File: src/rtl/adc_pkg.sv
// Shared constants for the grid-voltage front end: FSM encodings, sampler
// defaults and clock-rate figures used by the downstream filter blocks.
package adc_pkg;

    localparam logic [1:0] ST_IDLE_ENC  = 2'd0;
    localparam logic [1:0] ST_SETUP_ENC = 2'd1;
    localparam logic [1:0] ST_SHIFT_ENC = 2'd2;
    localparam logic [1:0] ST_DONE_ENC  = 2'd3;

    typedef enum logic [1:0] {
        ST_IDLE  = ST_IDLE_ENC,
        ST_SETUP = ST_SETUP_ENC,
        ST_SHIFT = ST_SHIFT_ENC,
        ST_DONE  = ST_DONE_ENC
    } state_t;

    localparam int DIV_SAMPLE_DEF = 1800;
    localparam int SCLK_HALF_DEF  = 2;
    localparam int NB_LEAD_DEF    = 2;
    localparam int PULSE_LEN_DEF  = 4;

    localparam int CLK_HZ    = 5_400_000;
    localparam int FS_HZ     = 3_000;
    localparam int SCLK_HZ   = CLK_HZ / (2 * SCLK_HALF_DEF);

    // Cycles from sample tick to the o_enable rising edge.
    function automatic int conv_latency(input int sclk_half, input int nb_lead,
                                        input int nb_sample);
        return 1 + sclk_half * (1 + 2 * (nb_lead + nb_sample));
    endfunction

endpackage

File: src/rtl/spi_rx_shift.sv
// Read-only SPI receiver: generates SCLK, samples MISO on each rising SCLK
// cycle, drops the leading bits and shifts the data MSB first.
module spi_rx_shift #(
    parameter int NB_SAMPLE = 8,
    parameter int SCLK_HALF = 2,
    parameter int NB_LEAD   = 2
) (
    input  logic                 clk,
    input  logic                 rst,
    input  logic                 start,
    input  logic                 miso,
    output logic                 sclk,
    output logic                 done,
    output logic [NB_SAMPLE-1:0] data
);

    localparam int NB_BITS = NB_LEAD + NB_SAMPLE;
    localparam int NB_BCNT = (NB_BITS > 1) ? $clog2(NB_BITS) : 1;
    localparam int NB_HCNT = (SCLK_HALF > 1) ? $clog2(SCLK_HALF) : 1;

    localparam logic [NB_HCNT-1:0] HLAST  = NB_HCNT'(SCLK_HALF - 1);
    localparam logic [NB_BCNT-1:0] BLAST  = NB_BCNT'(NB_BITS - 1);
    localparam logic [NB_BCNT-1:0] BFIRST = NB_BCNT'(NB_LEAD);

    logic                 active;
    logic [NB_HCNT-1:0]   hcnt;
    logic [NB_BCNT-1:0]   bcnt;
    logic [NB_SAMPLE-1:0] shift_q;
    logic                 half_end;
    logic                 sample;

    assign half_end = active && (hcnt == HLAST);
    // First cycle of the high half is the one in which SCLK has just risen.
    assign sample   = active && sclk && (hcnt == '0) && (bcnt >= BFIRST);
    assign done     = half_end && sclk && (bcnt == BLAST);
    assign data     = shift_q;

    always_ff @(posedge clk or posedge rst) begin
        if (rst) begin
            active  <= 1'b0;
            hcnt    <= '0;
            bcnt    <= '0;
            sclk    <= 1'b0;
            shift_q <= '0;
        end else if (start) begin
            active <= 1'b1;
            hcnt   <= '0;
            bcnt   <= '0;
            sclk   <= 1'b0;
        end else if (active) begin
            if (sample) begin
                shift_q <= {shift_q[NB_SAMPLE-2:0], miso};
            end
            if (half_end) begin
                hcnt <= '0;
                if (!sclk) begin
                    sclk <= 1'b1;
                end else begin
                    sclk <= 1'b0;
                    if (bcnt == BLAST) begin
                        active <= 1'b0;
                    end else begin
                        bcnt <= bcnt + 1'b1;
                    end
                end
            end else begin
                hcnt <= hcnt + 1'b1;
            end
        end
    end

endmodule

File: src/rtl/adc_sampler.sv
// 3 kHz sample source: divides the system clock into a sample tick, runs one
// ADC conversion per tick and presents a two's-complement sample with a level enable.
module adc_sampler
    import adc_pkg::*;
#(
    parameter int NB_SAMPLE  = 8,
    parameter int DIV_SAMPLE = DIV_SAMPLE_DEF,
    parameter int NB_DIV     = 11,
    parameter int SCLK_HALF  = SCLK_HALF_DEF,
    parameter int NB_LEAD    = NB_LEAD_DEF,
    parameter int PULSE_LEN  = PULSE_LEN_DEF
) (
    input  logic                 clk,
    input  logic                 rst,
    input  logic                 i_run,
    input  logic                 i_adc_miso,
    output logic                 o_adc_cs_n,
    output logic                 o_adc_sclk,
    output logic [NB_SAMPLE-1:0] o_xn,
    output logic                 o_enable,
    output logic                 o_busy
);

    localparam int PCNT_MAX = (SCLK_HALF > PULSE_LEN) ? SCLK_HALF : PULSE_LEN;
    localparam int NB_PCNT  = (PCNT_MAX > 1) ? $clog2(PCNT_MAX) : 1;

    localparam logic [NB_DIV-1:0]  DIV_LAST   = NB_DIV'(DIV_SAMPLE - 1);
    localparam logic [NB_PCNT-1:0] SETUP_LAST = NB_PCNT'(SCLK_HALF - 1);
    localparam logic [NB_PCNT-1:0] PULSE_LAST = NB_PCNT'(PULSE_LEN - 1);

    logic [NB_DIV-1:0]    div_cnt;
    logic                 tick;
    state_t               state;
    state_t               state_nxt;
    logic [NB_PCNT-1:0]   pcnt;
    logic [NB_PCNT-1:0]   pcnt_nxt;
    logic                 spi_start;
    logic                 spi_done;
    logic                 load_xn;
    logic [NB_SAMPLE-1:0] spi_data;

    assign tick = (div_cnt == DIV_LAST);

    always_ff @(posedge clk or posedge rst) begin
        if (rst) begin
            div_cnt <= '0;
        end else if (tick) begin
            div_cnt <= '0;
        end else begin
            div_cnt <= div_cnt + 1'b1;
        end
    end

    spi_rx_shift #(
        .NB_SAMPLE (NB_SAMPLE),
        .SCLK_HALF (SCLK_HALF),
        .NB_LEAD   (NB_LEAD)
    ) u_spi (
        .clk   (clk),
        .rst   (rst),
        .start (spi_start),
        .miso  (i_adc_miso),
        .sclk  (o_adc_sclk),
        .done  (spi_done),
        .data  (spi_data)
    );

    // pcnt is shared: SETUP hold time and enable pulse width never overlap.
    always_comb begin
        state_nxt = state;
        pcnt_nxt  = pcnt;
        spi_start = 1'b0;
        load_xn   = 1'b0;
        case (state)
            ST_IDLE: begin
                if (tick && i_run) begin
                    state_nxt = ST_SETUP;
                    pcnt_nxt  = '0;
                end
            end
            ST_SETUP: begin
                if (pcnt == SETUP_LAST) begin
                    state_nxt = ST_SHIFT;
                    spi_start = 1'b1;
                    pcnt_nxt  = '0;
                end else begin
                    pcnt_nxt = pcnt + 1'b1;
                end
            end
            ST_SHIFT: begin
                if (spi_done) begin
                    state_nxt = ST_DONE;
                    load_xn   = 1'b1;
                    pcnt_nxt  = '0;
                end
            end
            ST_DONE: begin
                if (pcnt == PULSE_LAST) begin
                    state_nxt = ST_IDLE;
                end else begin
                    pcnt_nxt = pcnt + 1'b1;
                end
            end
            default: begin
                state_nxt = ST_IDLE;
                pcnt_nxt  = '0;
            end
        endcase
    end

    // Outputs are registered from the next state so they align with it.
    always_ff @(posedge clk or posedge rst) begin
        if (rst) begin
            state      <= ST_IDLE;
            pcnt       <= '0;
            o_adc_cs_n <= 1'b1;
            o_busy     <= 1'b0;
            o_enable   <= 1'b0;
            o_xn       <= '0;
        end else begin
            state      <= state_nxt;
            pcnt       <= pcnt_nxt;
            o_adc_cs_n <= !((state_nxt == ST_SETUP) || (state_nxt == ST_SHIFT));
            o_busy     <= (state_nxt != ST_IDLE);
            o_enable   <= (state_nxt == ST_DONE);
            if (load_xn) begin
                o_xn <= {~spi_data[NB_SAMPLE-1], spi_data[NB_SAMPLE-2:0]};
            end
        end
    end

endmodule

File: config.mk
export PLATFORM = sky130hd
export DESIGN_NAME = adc_sampler
export DESIGN_NICKNAME = d
export VERILOG_FILES = /design/src/rtl/adc_pkg.sv /design/src/rtl/spi_rx_shift.sv /design/src/rtl/adc_sampler.sv
export SDC_FILE = /design/constraint.sdc
export NUM_CORES = 1
export LEC_CHECK = 0
export BUFFER_PORTS_ARGS = -buffer_cell sky130_fd_sc_hd__buf_2
export CAP_MARGIN = 10
export CORE_MARGIN = 2
export CORE_UTILIZATION = 58
export CTS_BUF_LIST = sky130_fd_sc_hd__clkbuf_16
export DETAILED_ROUTE_END_ITERATION = 8
export GPL_TIMING_DRIVEN = 0
export PLACE_DENSITY_LB_ADDON = 0.1
export REMOVE_ABC_BUFFERS = 1
export SLEW_MARGIN = 10
export SYNTH_ARGS = -nofsm -noshare
export SYNTH_HDL_FRONTEND = slang
export SYNTH_HIERARCHICAL = 1
export SYNTH_SLANG_ARGS = --single-unit
File: constraint.sdc
create_clock -name clk -period 2.3 [get_ports clk]
set_input_delay 0 -clock clk [delete_from_list [all_inputs] [get_ports clk]]
set_output_delay 0 -clock clk [all_outputs]
set_load 0.005 [all_outputs]
======== Word level (Yosys, flattened, before mapping) ========
Cells that the tools add are included.
Widths: inputs -> output; s select.
operators by class
  add/subtract/negate cells ............... 4
  bitwise logic cells ..................... 3
  mux-type cells .......................... 32
  $lt $le $gt $ge ......................... 1
  eq/ne operators ......................... 14
  reductions and logical operators ........ 18
operators with widths
  operator               count
  $mux 4                 5
  $mux 1                 16
  $mux 2                 8
  $pmux 2 s4             2
  $add 11x1->11 const B  1
  $eq 11x11->1 const B   1
  $mux 11                1
  $eq 2x2->1 const B     5
  $ne 2x2->1 const B     4
  $reduce_bool 2->1      4
  $logic_and 1x1->1      7
  $eq 2x1->1 const B     3
  $reduce_and 3->1       2
  $add 4x1->4 const B    1
  $eq 4x4->1 const B     1
  $ge 4x2->1 const B     1
  $reduce_and 4->1       1
  $not 1->1              3
  $add 2x1->2 const B    1
  $logic_not 2->1        1
  $reduce_and 2->1       1
  $add 1x1->1 const B    1
  $logic_not 1->1        1
  $logic_or 1x1->1       1
storage, ports and cells
  bits of input ports ..................... 4
  word-level logic and storage cells ...... 84
  output and inout port bits .............. 12
  register bits ........................... 41

======== Longest topological paths before layout ========
  depth in word-level cells ............... 8
  depth in mapped cells ................... 9
  depth with buffers taken out ............ 8

======== Modules after synthesis ========
Netlist, hierarchy kept.
by module, submodules not included
  module        cells an instance  area an instance (um2)  instances
  adc_sampler   105                1196.1                  1
  spi_rx_shift  58                 696.9                   1

======== Worst setup path after synthesis ========
Ideal clock, no wire load.
  path kind ............................... register -> register
  start point ............................. register div_cnt[6]
  end point ............................... register o_adc_cs_n
  library setup time ...................... 0.058 ns
  setup slack ............................. 0.404 ns
  arrival ................................. 1.838 ns
  stages on the path, launching flop included .. 7
  clock period less this slack ............ 1.896 ns
  cell sequence ........................... dfrtp_1 or4_4 nor3_4 a211oi_1 nor3_1 ha_1 inv_1
on the way
  cells in the longest elaborated chain, start to end .. 7
  elaborated cells between the ends (all ways) .. 8
  classes of those cells .................. eq/ne (3); mux (2); reduce/logical (3)
RTL lines
  element                                   line                RTL
  start, declared                           adc_sampler.sv:31   logic [NB_DIV-1:0] div_cnt;
  start signal, assigned                    adc_sampler.sv:50   div_cnt <= div_cnt + 1'b1;
  $eq 11x11->1 (*)                          adc_sampler.sv:42   assign tick = (div_cnt == DIV_LAST);
  $logic_and 1x1->1 (*)                     adc_sampler.sv:76   if (tick && i_run) begin
  $mux 2 (*)                                adc_sampler.sv:76
  $pmux 2 s4 (*)                            adc_sampler.sv:74   case (state)
  $eq 2x1->1 or $eq 2x2->1 (tied branches)  adc_sampler.sv:123  o_adc_cs_n <= !((state_nxt == ST_SETUP) || (state_nxt == ST_SHIFT));
  $logic_or 1x1->1 (*)                      adc_sampler.sv:123
  $logic_not 1->1 (*)                       adc_sampler.sv:123
  end signal, assigned                      adc_sampler.sv:123
  end, declared                             adc_sampler.sv:17   output logic o_adc_cs_n,
Every way passes the cells marked *; elsewhere a longest branch is shown, timed or not.
A chain may end at the register's enable or synchronous reset.

======== Final worst setup path ========
Ends and elaborated chain as after synthesis.

==> reports/qor.txt <==
GR Util All Layers: 21.0%
Area Growth Syn to Fin: 14.6%
Placement Setup Slack: 0.183 ns
synth warn: 6
CTS tree: built
Wirelength per Cell: 13.8 um
crit end category: flop
Post-synth EDFFs: 0
layout cell share with drive strength beyond 1: 26.6%
RSZ-0062 raised after global routing: no
die area: 3740 um^2
DRC violations left: 0
cts bufs inserted: 5
initial antenna violation count: 0
crit path launch type: flop
post-route ant nets: 0
Initial Utilization: 61.5%
Via Count: 1,256
CTS root buf: clkbuf_16
Mapped Avg Cell Area: 11.6 um^2
Worst Path Max Fanout: 8
Clock H-tree levels: 2
cells after synthesis: 163
clk_lat worst skew: 0.28 ns
WP data arrival: 2.34 ns
setup TNS: 0 ns
FFs w/ async S/R, synth: 100%
vias in the first global route: 1,216
gpl congestion: 0.842
clk slew on worst S/H paths: 0.06 ns
# fillers: 244
ys flop type: dfrtp_1
Placed Cells: 218
Fmax: 471 MHz
clk sinks: 41
PwrDens: 647 nW/um^2
minimum clock period: 2.12 ns
DIE WIDTH: 61.1 um
Hold Vio Cnt, Final: 0
status: complete, no violations
Die H: 61.1 um
Tcrit/Tclk final: 92.3%
non-filler instance count after layout: 228
initial DRC count: 53
slew margin rel.: 35.7%
row count: 20
Final Net Count: 195
largest net degree at the start of global routing: 27
CP Data Required Time: 2.52 ns
Max clock buf depth: 2
register area share after synthesis: 54.3%
Synth cell types: 37
commonest non-fill, non-tap cells in the layout: dfrtp_1, mux2_2, buf_2
Slew @ Worst Pin: 0.964 ns
I/O pins: 16
Seq cells post-synth: 41
skew final: 0.00385 ns
drt pass-1 iters: 6
Peak VDD IR: 0.497 mV
Leak: 1.06 nW
gr ovfl total: 0
# port buffers: 15
worst min path class: in2reg
CP Class: reg2reg
Vias/cell: 5.51
Pins Over Slew Limit: 0
CORE AREA: 3080 um^2
worst setup margin: 0.177 ns
Routed WL: 3.16 mm
final setup fails: 0
Post-DP HPWL: 2.03 mm
max-cap viol count: 0
first-pass GRT wire length: 5.62 mm
commonest non-fill, non-tap cell in the layout: dfrtp_1
Mapped Area: 1890 um^2
CTS resizes: 0
n_diodes: 0
-- synthesized netlist by cell type (3+ instances only) --
| cell | n | area [um^2] |
|---|---|---|
| a21oi_1 | 5 | 25.0 |
| nor2_1 | 10 | 37.5 |
| nand3b_1 | 4 | 30.0 |
| dfrtp_1 | 40 | 1000 |
| nor3_1 | 3 | 15.0 |
| o21ai_0 | 9 | 45.0 |
| mux2_2 | 16 | 180 |
| nand2_1 | 10 | 37.5 |
| ha_1 | 8 | 100 |
| xor2_1 | 5 | 43.8 |
| nand3_1 | 8 | 40.0 |
| clkbuf_1 | 3 | 11.3 |
| xnor2_1 | 4 | 35.0 |
| inv_1 | 10 | 37.5 |
-- final timing paths --
check                      startpoint  cells after the start             to  slack (ns)
setup reg to reg           div_cnt[6]                      6     o_adc_cs_n        0.18
hold / removal                  i_run                      3         o_busy        0.09
max in group asynchronous         rst                      3       o_enable        1.21
hold reg to reg            div_cnt[0]                      1     div_cnt[0]        0.46
setup / recovery           div_cnt[6]                      6     o_adc_cs_n        0.18
min in group asynchronous         rst                      3  u_spi/data[3]        0.33
-- flip-flops by register name (all words and copies together), names as in the netlist --
signal / cells
o_enable: 1
u_spi/data: 8
u_spi/bcnt: 4
o_busy: 1
u_spi/sclk: 1
state: 2
div_cnt: 11
pcnt: 2
u_spi/active: 1
o_adc_cs_n: 1
o_xn: 8
u_spi/hcnt: 1
-- cell families (layout without fill, tap and decap cells) --
| logic type | count (synthesis) | in the layout | share of synthesized area [%] |
|---|---|---|---|
| AO/OA/AOI/OAI | 23 | 23 | 7.40 |
| XOR/XNOR | 9 | 9 | 4.16 |
| adder cells (fa/ha/maj) | 8 | 8 | 5.29 |
| buffers and inverters | 14 | 35 | 2.84 |
| flip-flops | 41 | 41 | 54.3 |
| multiplexers | 16 | 16 | 9.52 |
| AND/OR/NAND/NOR | 52 | 52 | 16.5 |
-- repair_timing --
action / CTS / global route
hold buffers: 2 / 0
endpoints found under the setup margin: 0 / 0
buffers inserted: 0 / 0
hold endpoints to repair: 17 / 0
-- per-layer routing --
layer | vias up | track usage [%] | wire length, um
met1 | 614 | 27.3 | 1370
met5 | - | 0 | 0
met2 | 26 | 33.1 | 1620
met3 | 7 | 6.93 | 128
met4 | 0 | 7.14 | 44
li1 | 609 | - | -
-- power breakdown --
group          internal [mW]  total [mW]  switching [mW]
combinational        0.00424      0.0192          0.0149
sequential             0.722       0.722               0
clock                  0.397       0.663           0.266
-- through the flow --
stage / util, % / area, um^2 / total power, mW / hold slack, ns
2_1_floorplan: - / 1880 / 0.745 / -0.0985
3_3_place_gp: 65.2 / 2010 / 0.752 / 0.0838
3_5_place_dp: 65.2 / 2010 / 0.752 / 0.0866
4_1_cts: 70.5 / 2170 / 1.42 / 0.0926
5_1_grt: 70.5 / 2170 / 1.47 / 0.131
6_report: 70.5 / 2170 / 1.40 / 0.0948
-- worst max-delay path: stages (launching register included) --
cell and delay, ns:
dfrtp_1 0.44, or4_4 0.57, nor3_4 0.34, a211oi_1 0.17
nor3_1 0.22, ha_1 0.26, inv_1 0.06
-- final cells by class --
| class | count | area (um^2) | share of cell area (%) |
|---|---|---|---|
| inverters | 10 | 37.5 | 1.73 |
| well taps | 44 | 55.1 | 2.54 |
| clock buffers | 5 | 125 | 5.77 |
| multi-input cells | 108 | 812 | 37.4 |
| clock inverters | 3 | 17.5 | 0.807 |
| repair buffers | 17 | 95.1 | 4.38 |
| flip-flops and latches | 41 | 1030 | 47.3 |
Power figures use the tool's default switching activity.
